--- src/rtl/ps2_receiver.sv ---
// ps2_receiver: synchronises and glitch-filters the PS/2 pins, then deserialises and validates 11-bit frames.
// Accepted bytes are kept in a 4-byte history; per-frame accept/reject strobes last one cycle.
module ps2_receiver #(
   parameter int FILTER_LEN     = 8,
   parameter int TIMEOUT_CYCLES = 100000
) (
   input  logic        CLOCK_50,
   input  logic        reset,
   input  logic        PS2_CLK,
   input  logic        PS2_DAT,
   output logic [31:0] received_data,
   output logic [7:0]  byte_data,
   output logic        byte_valid,
   output logic        frame_error
);
   localparam int FW = $clog2(FILTER_LEN + 1);
   localparam int TW = $clog2(TIMEOUT_CYCLES + 1);
   localparam logic [1:0] IDLE   = 2'd0;
   localparam logic [1:0] DATA   = 2'd1;
   localparam logic [1:0] PARITY = 2'd2;
   localparam logic [1:0] STOP   = 2'd3;

   logic [1:0]    clk_s, dat_s;
   logic          fclk, fall;
   logic [FW-1:0] fcnt;
   logic [1:0]    state;
   logic [2:0]    cnt;
   logic [7:0]    sh;
   logic          par;
   logic [TW-1:0] tcnt;
   logic          dat;

   assign dat = dat_s[1];

   // fall is registered alongside fclk, so it is high exactly in the first cycle fclk reads 0
   always_ff @(posedge CLOCK_50 or posedge reset) begin
      if (reset) begin
         clk_s <= 2'b11;
         dat_s <= 2'b11;
         fclk  <= 1'b1;
         fcnt  <= '0;
         fall  <= 1'b0;
      end else begin
         clk_s <= {clk_s[0], PS2_CLK};
         dat_s <= {dat_s[0], PS2_DAT};
         fall  <= 1'b0;
         if (clk_s[1] == fclk)
            fcnt <= '0;
         else if (fcnt == FW'(FILTER_LEN - 1)) begin
            fclk <= clk_s[1];
            fcnt <= '0;
            fall <= fclk;
         end else
            fcnt <= fcnt + 1'b1;
      end
   end

   always_ff @(posedge CLOCK_50 or posedge reset) begin
      if (reset) begin
         state         <= IDLE;
         cnt           <= '0;
         sh            <= '0;
         par           <= 1'b0;
         tcnt          <= '0;
         received_data <= '0;
         byte_data     <= '0;
         byte_valid    <= 1'b0;
         frame_error   <= 1'b0;
      end else begin
         byte_valid  <= 1'b0;
         frame_error <= 1'b0;
         tcnt        <= (fall || state == IDLE) ? '0 : tcnt + 1'b1;
         if (fall) begin
            case (state)
               IDLE: if (!dat) begin
                  state <= DATA;
                  cnt   <= '0;
               end
               DATA: begin
                  sh  <= {dat, sh[7:1]};
                  cnt <= cnt + 1'b1;
                  if (cnt == 3'd7) state <= PARITY;
               end
               PARITY: begin
                  par   <= dat;
                  state <= STOP;
               end
               default: begin
                  state <= IDLE;
                  if (dat && (^sh ^ par)) begin
                     byte_data     <= sh;
                     received_data <= {received_data[23:0], sh};
                     byte_valid    <= 1'b1;
                  end else
                     frame_error <= 1'b1;
               end
            endcase
         end else if (state != IDLE && tcnt == TW'(TIMEOUT_CYCLES - 1)) begin
            state       <= IDLE;
            frame_error <= 1'b1;
         end
      end
   end
endmodule

--- config.mk ---
export PLATFORM = sky130hd
export DESIGN_NAME = ps2_receiver
export DESIGN_NICKNAME = d
export VERILOG_FILES = /design/src/rtl/ps2_receiver.sv
export SDC_FILE = /design/constraint.sdc
export NUM_CORES = 1
export LEC_CHECK = 0
export ABC_AREA = 1
export ABC_CLOCK_PERIOD_IN_PS = 2520
export BUFFER_PORTS_ARGS = -buffer_cell sky130_fd_sc_hd__buf_2
export CORE_ASPECT_RATIO = 0.8
export CORE_MARGIN = 2
export CORE_UTILIZATION = 35
export CTS_CLUSTER_SIZE = 14
export DETAILED_ROUTE_END_ITERATION = 8
export RECOVER_POWER = 100
export SLEW_MARGIN = 0
export SYNTH_ARGS = -nofsm -noshare
export SYNTH_HDL_FRONTEND = slang
export SYNTH_SLANG_ARGS = --single-unit
--- constraint.sdc ---
create_clock -name CLOCK_50 -period 2.52 [get_ports CLOCK_50]
set_clock_uncertainty 0.1 [all_clocks]
set_input_delay 0.252 -clock CLOCK_50 [delete_from_list [all_inputs] [get_ports CLOCK_50]]
set_output_delay 0.252 -clock CLOCK_50 [all_outputs]
set_load 0.03 [all_outputs]
==> impl_metrics.csv, run 1 <==
group,metric,value,unit
drt,wire_per_inst,12.4,µm
floorplanning,total_i_o_pin_count,46,
cts,h-tree-depth,3,
power_and_ir_drop,leakagePower,2.00,nW
status,status,"finished, final reports clean",
cts,clk_pin_slew_worst_paths,0.06,ns
sta,tightestPinTransition,1.16,ns
cts,maximum_buffer_depth_of_the_clock_tree,2,
drt,post-route-drc-count,0,
sta,fmaxAchievable,0.454,GHz
yosys,synth-seq-area-share,54.6,%
critical_path,worst_ep_arrival_time,2.38,ns
critical_path,path_max_fanout,18,
sta,setup_repair_after_global_routing_missed_its_margin,"no",
place,placed_area,3750,µm²
yosys,netlist_area,3450,µm²
drt,detailedRoute.firstIterationViolations,168,
place,port_buffers,45,
global_routing,grt_start_max_net_pins,45,
yosys,yosys_register_bits,75,
sta,slew_headroom,22.7,%
floorplanning,start_util,35.9,%
place,dpl.cell_count,546,
cells_and_area,syn_to_final_growth,15.4,%
min_path,worst_hold_path_type,"reg2reg",
yosys,postSynthCellCount,396,
drt,num_vias,2647,
floorplanning,core_area,9610,µm²
critical_path,crit_path_end_kind,"flop",
cells_and_area,diodes_inserted,0,
critical_path,setup.worst_path.start_class,"flop",
floorplanning,rows,32,
drt,final_antenna_net_count,0,
sta,final_period_minus_worst_setup_slack,2.20,ns
cells_and_area,final-instance-count-excl-fill,565,
critical_path,rr_worst_depth,12,
place,gp_routability_congestion,0.863,
flow_run,maxCapViolCount,0,
cts,clk-insertion-delay-late,0.34,ns
sta,final-max-slew-violation-count,0,
sta,final_critical_path_setup_slack,0.315,ns
cells_and_area,num-nets-final,454,
cts,cts_buffers,9,
yosys,distinct_cell_type_count_after_synthesis,30,
global_routing,antenna_found_initial,0,
drt,wl,7010,µm
critical_path,r2r_end,"received_data[30]",
cells_and_area,fillers,987,
sta,finalHoldViolations,0,
power_and_ir_drop,power_density,648,nW/µm²
cts,clk_root_buffer_cell,"clkbuf_16",
drt,route.detailed.vias_per_inst,4.68,
yosys,synth.yosys.warnings,0,
cells_and_area,drive_gt1_share,8.07,%
sta,finalSetupViolCount,0,
power_and_ir_drop,pnr_total_power,2.58,mW
floorplanning,die_area,10700,µm²
critical_path,critical_path_class,"reg2reg",
cts,cts_tree,"done",
global_routing,first_global_vias,2556,
drt,drt_first_pass_iters,4,
cts,post_cts.repair.setup_buffers,0,
cells_and_area,fin_area,3980,µm²
critical_path,endpoint,"received_data[30]",
cts,clock_sink_count,75,
sta,tns,0,ns
place,hpwl,4770,µm
yosys,synth.net_count,409,
global_routing,gr-usage-all-layers,14.5,%
critical_path,reg2reg_from,"sh[6]",
place,detailedPlace.worstSlack,0.412,ns
yosys,syn-mean-instance-area,8.71,µm²
critical_path,critPathLaunch,"sh[6]",
critical_path,critical_path_required,2.70,ns
critical_path,ff2ff_setup_slack,0.32,ns
sta,post-route-period-util,87.5,%
global_routing,grt.overflow.total,0,
floorplanning,die_height,92.8,µm
power_and_ir_drop,irDropWorstVdd,0.000614,V
global_routing,grt_first_pass_wirelength,12100,µm
floorplanning,die_w,115,µm
registers in the layout, summed over array words and instances, names as in the netlist:
name / flops
byte_valid: 1
clk_s: 2
frame_error: 1
cnt: 3
fclk: 1
state: 2
sh: 8
tcnt: 17
par: 1
received_data: 32
fall: 1
fcnt: 4
dat_s: 2
synthesized netlist by cell type, drive strengths merged:
| cell type | count | area share (%) |
|---|---|---|
| and3 | 1 | 0.18 |
| nand3b | 2 | 0.44 |
| nand4 | 4 | 0.91 |
| a31oi | 1 | 0.18 |
| a211oi | 1 | 0.22 |
| a21oi | 13 | 1.9 |
| xnor2 | 4 | 1.0 |
| nor4 | 3 | 0.73 |
| xor2 | 2 | 0.51 |
| ha | 9 | 3.3 |
| dfstp | 5 | 3.8 |
| clkbuf | 4 | 0.44 |
| mux2 | 1 | 0.33 |
| dfrtp | 70 | 51 |
| nor2 | 25 | 2.9 |
| o21ai | 24 | 3.5 |
| buf | 15 | 3.5 |
| nand3 | 44 | 6.7 |
| nor3 | 9 | 1.3 |
| nand2 | 123 | 14 |
| inv | 36 | 3.9 |
cells by family after synthesis:
family / after synthesis / share of synthesized area, %
AND/OR/NAND/NOR: 211 / 26.7
flip-flops: 75 / 54.6
buffers and inverters: 55 / 7.83
AO/OA/AOI/OAI: 39 / 5.77
adder cells (fa/ha/maj): 9 / 3.26
XOR/XNOR: 6 / 1.52
multiplexers: 1 / 0.326
cell type report:
class	count	area (µm²)	share of cell area [%]
sequential	75	1880	47.3
inverter	36	135	3.40
clock inverter	7	61.3	1.54
clock buffer	9	225	5.66
multi-input combinational	266	1280	32.2
tap	119	149	3.74
timing repair buffer	53	244	6.13
stage by stage:
stage / utilization, % / hold WS [ns]
6_report: 41.4 / 0.255
4_1_cts: 42.3 / 0.256
3_3_place_gp: 39.0 / 0.110
5_1_grt: 41.4 / 0.260
2_1_floorplan: - / 0.156
3_5_place_dp: 39.0 / 0.110
report_power, final:
part	internal, mW	switching (mW)
clock	0.685	0.539
sequential	1.24	0.0216
combinational	0.0342	0.0596
total	1.96	0.620
worst min path at each step:
stage,start,cells past startpoint,slack (ns),end
CTS,clk_s[0],0,0.26,clk_s[1]
detailed placement,reset,2,0.11,tcnt[14]
floorplan,PS2_CLK,0,0.16,clk_s[0]
global placement,reset,2,0.11,tcnt[12]
finish,clk_s[0],0,0.26,clk_s[1]
global route,clk_s[0],0,0.26,clk_s[1]
critical path, cell delays in order, from the launching register on:
cell	delay [ns]
dfrtp_1	0.46
nand2_1	0.12
inv_1	0.04
nor2_1	0.08
nand2_1	0.07
nand3_2	0.08
nand2_1	0.05
nand2_1	0.09
clkinv_1	0.08
nor2_2	0.60
buf_12	0.22
nand3_1	0.08
nand2_1	0.07
cells in the final DEF (no fill, tap or decap), types with 2 or more instances in the layout:
master and instances:
o21ai_0 21, nand3_2 2, clkbuf_1 43, inv_8 2, clkbuf_2 2, a21oi_1 13, nand4_1 3, inv_1 32
xnor2_1 4, dfstp_2 4, xor2_1 2, dfrtp_1 70, nor2_1 24, clkbuf_16 9, ha_1 9, dlygate4sd3_1 3
buf_2 3, o21ai_1 3, nand3b_1 2, nor3_1 9, inv_2 3, clkinv_4 2, nand3_1 42, nand2_1 122
nor4_1 3
per-layer routing:
| layer | vias to the layer above | GRT usage [%] | share of wire (%) |
|---|---|---|---|
| met5 | - | 0 | 0 |
| met4 | 0 | 6.33 | 1.8 |
| met3 | 10 | 3.99 | 3.5 |
| met2 | 47 | 21.3 | 44 |
| met1 | 1232 | 19.9 | 51 |
| li1 | 1358 | - | - |
what timing repair did:
action                                 CTS  global route
gates resized for setup                  0             0
endpoints found under the hold margin   11             0
hold buffers                             3             0
Note: power is estimated with default switching activity, not from simulation.
==> run 2, diff against run 1 <==
- CORE_UTILIZATION: 35 -> 55
- PLACE_DENSITY: default -> 0.77
==> impl_metrics.csv, run 2 (synthesis gave the netlist of run 1 again) <==
group,metric,value,unit
status,status,"finished, final reports clean",
cells_and_area,largest_register_ffs,32,
floorplanning,core_area,5970,µm²
power_and_ir_drop,power.share.sequential,54.5,%
sta,tightestPinTransition,0.792,ns
cells_and_area,top_regs,"received_data x32, tcnt x17, sh x8",
place,dpl.cell_count,508,
sta,fmaxAchievable,0.477,GHz
floorplanning,die_area,6930,µm²
floorplanning,start_util,57.7,%
place,detailedPlace.worstSlack,0.317,ns
cts,cts_buffers,9,
drt,wl,6790,µm
cts,cts_tree,"done",
drt,detailedRoute.firstIterationViolations,217,
place,placed_area,3700,µm²
place,gp_routability_congestion,0.823,
sta,finalSetupViolCount,0,
global_routing,gr-usage-all-layers,21.4,%
sta,tns,0,ns
drt,post-route-drc-count,0,
place,hpwl,4790,µm
sta,finalHoldViolations,0,
drt,wire_per_inst,12.9,µm
global_routing,grt.overflow.total,0,
power_and_ir_drop,p_switching,0.544,mW
cts,clock_sink_count,75,
critical_path,critical_path_class,"reg2reg",
power_and_ir_drop,power_density,598,nW/µm²
drt,num_vias,2747,
power_and_ir_drop,irDropWorstVdd,0.000414,V
power_and_ir_drop,intPower,1.77,mW
cts,h-tree-depth,3,
sta,slew_headroom,47.2,%
cts,clk_root_buffer_cell,"clkbuf_8",
critical_path,worst_ep_arrival_time,2.21,ns
cells_and_area,num-nets-final,454,
sta,post-route-period-util,83.2,%
cells_and_area,fin_area,3860,µm²
cells_and_area,final-instance-count-excl-fill,527,
drt,final_antenna_net_count,0,
power_and_ir_drop,switching_share,23.5,%
cells_and_area,largest_register,"received_data",
critical_path,crit_path_end_kind,"flop",
sta,finalHoldWorstSlack,0.259,ns
drt,drt_first_pass_iters,4,
cts,post_cts.repair.setup_buffers,0,
cells_and_area,leading_cell_type_in_the_layout_fill_and_taps_excluded,"nand2_1",
cts,clk_pin_slew_worst_paths,0.08,ns
global_routing,antenna_found_initial,0,
cells_and_area,drive_gt1_share,7.85,%
power_and_ir_drop,pnr_total_power,2.31,mW
sta,final_period_minus_worst_setup_slack,2.10,ns
critical_path,path_max_fanout,17,
cells_and_area,fillers,516,
min_path,worst_hold_path_type,"reg2reg",
cts,maximum_buffer_depth_of_the_clock_tree,2,
place,port_buffers,45,
critical_path,critical_path_required,2.63,ns
floorplanning,die_w,92.5,µm
global_routing,grt_start_max_net_pins,34,
global_routing,first_global_vias,2514,
global_routing,grt_first_pass_wirelength,11400,µm
power_and_ir_drop,leakagePower,1.96,nW
power_and_ir_drop,power.clock.fraction,41.3,%
sta,final_critical_path_setup_slack,0.423,ns
power_and_ir_drop,combinationalPowerShare,4.1,%
flow_run,maxCapViolCount,0,
critical_path,setup.worst_path.start_class,"flop",
sta,setup_repair_after_global_routing_missed_its_margin,"no",
cts,clk-insertion-delay-late,0.35,ns
floorplanning,rows,25,
sta,final-max-slew-violation-count,0,
cells_and_area,post-route-util,64.6,%
drt,route.detailed.vias_per_inst,5.21,
floorplanning,die_height,74.8,µm
cells_and_area,final_cell_mix,"nand2_1, dfrtp_1, nand3_1, clkbuf_1, inv_1",
floorplanning,total_i_o_pin_count,46,
cells_and_area,syn_to_final_growth,12.0,%
cells_and_area,diodes_inserted,0,
## run 2: cell count changes in the layout (fill, tap and decap cells not counted), sizes merged
cell      previous run  this run
bufinv               0         1
clkbuf              54        55
clkinv               4         2
clkinvlp             1         0
inv                 38        39
## run 2: cell type report
cell class | count | area, µm² | share of cell area, %
clock buffer | 10 | 138 | 3.56
timing repair buffer | 53 | 244 | 6.32
tap | 81 | 101 | 2.62
inverter | 36 | 135 | 3.50
multi-input combinational | 266 | 1290 | 33.4
sequential | 75 | 1880 | 48.8
clock inverter | 6 | 70.1 | 1.81
## run 2: final timing paths
path / startpoint / endpoint / slack (ns) / cells after the start
min: dat_s[0] / dat_s[1] / 0.26 / 0
max in group asynchronous: reset / cnt[2] / 0.71 / 4
max: sh[6] / frame_error / 0.42 / 11
min reg2reg: dat_s[0] / dat_s[1] / 0.26 / 0
min in group asynchronous: reset / received_data[25] / 0.41 / 3
max reg2reg: sh[6] / frame_error / 0.42 / 11
## run 2: worst max-delay path: stages, from the launching register on
cell and delay (ns):
dfrtp_1 0.47, nand2_1 0.12, inv_1 0.04, nor2_1 0.08
nand2_1 0.05, nand3_1 0.13, nand2_1 0.07, nand2_1 0.12
inv_1 0.09, nor2_4 0.37, buf_12 0.20, o21ai_0 0.11
## run 2: power by group through the flow
stage / Combinational, mW / Sequential, mW / Clock [mW]
after floorplan: 0.0718 / 1.28 / 0
after global placement: 0.0914 / 1.28 / 0
after detailed placement: 0.0982 / 1.29 / 0
after CTS: 0.104 / 1.26 / 0.981
after global routing: 0.117 / 1.26 / 1.03
final: 0.0951 / 1.26 / 0.955
## run 2: repair_timing
| action | 4_1_cts | 5_1_grt |
|---|---|---|
| setup endpoints to repair | 0 | 1 |
| hold buffers | 3 | 0 |
| hold endpoints to repair | 17 | 0 |
| gates resized for setup | 0 | 1 |
## run 2: per-layer routing
metal | part of all wire, % | GRT usage (%) | up-vias
met3 | 4.7 | 6.01 | 8
met1 | 46 | 28.6 | 1319
met5 | 0 | 0 | -
met4 | 1.2 | 7.96 | 0
met2 | 48 | 34.1 | 57
li1 | - | - | 1363
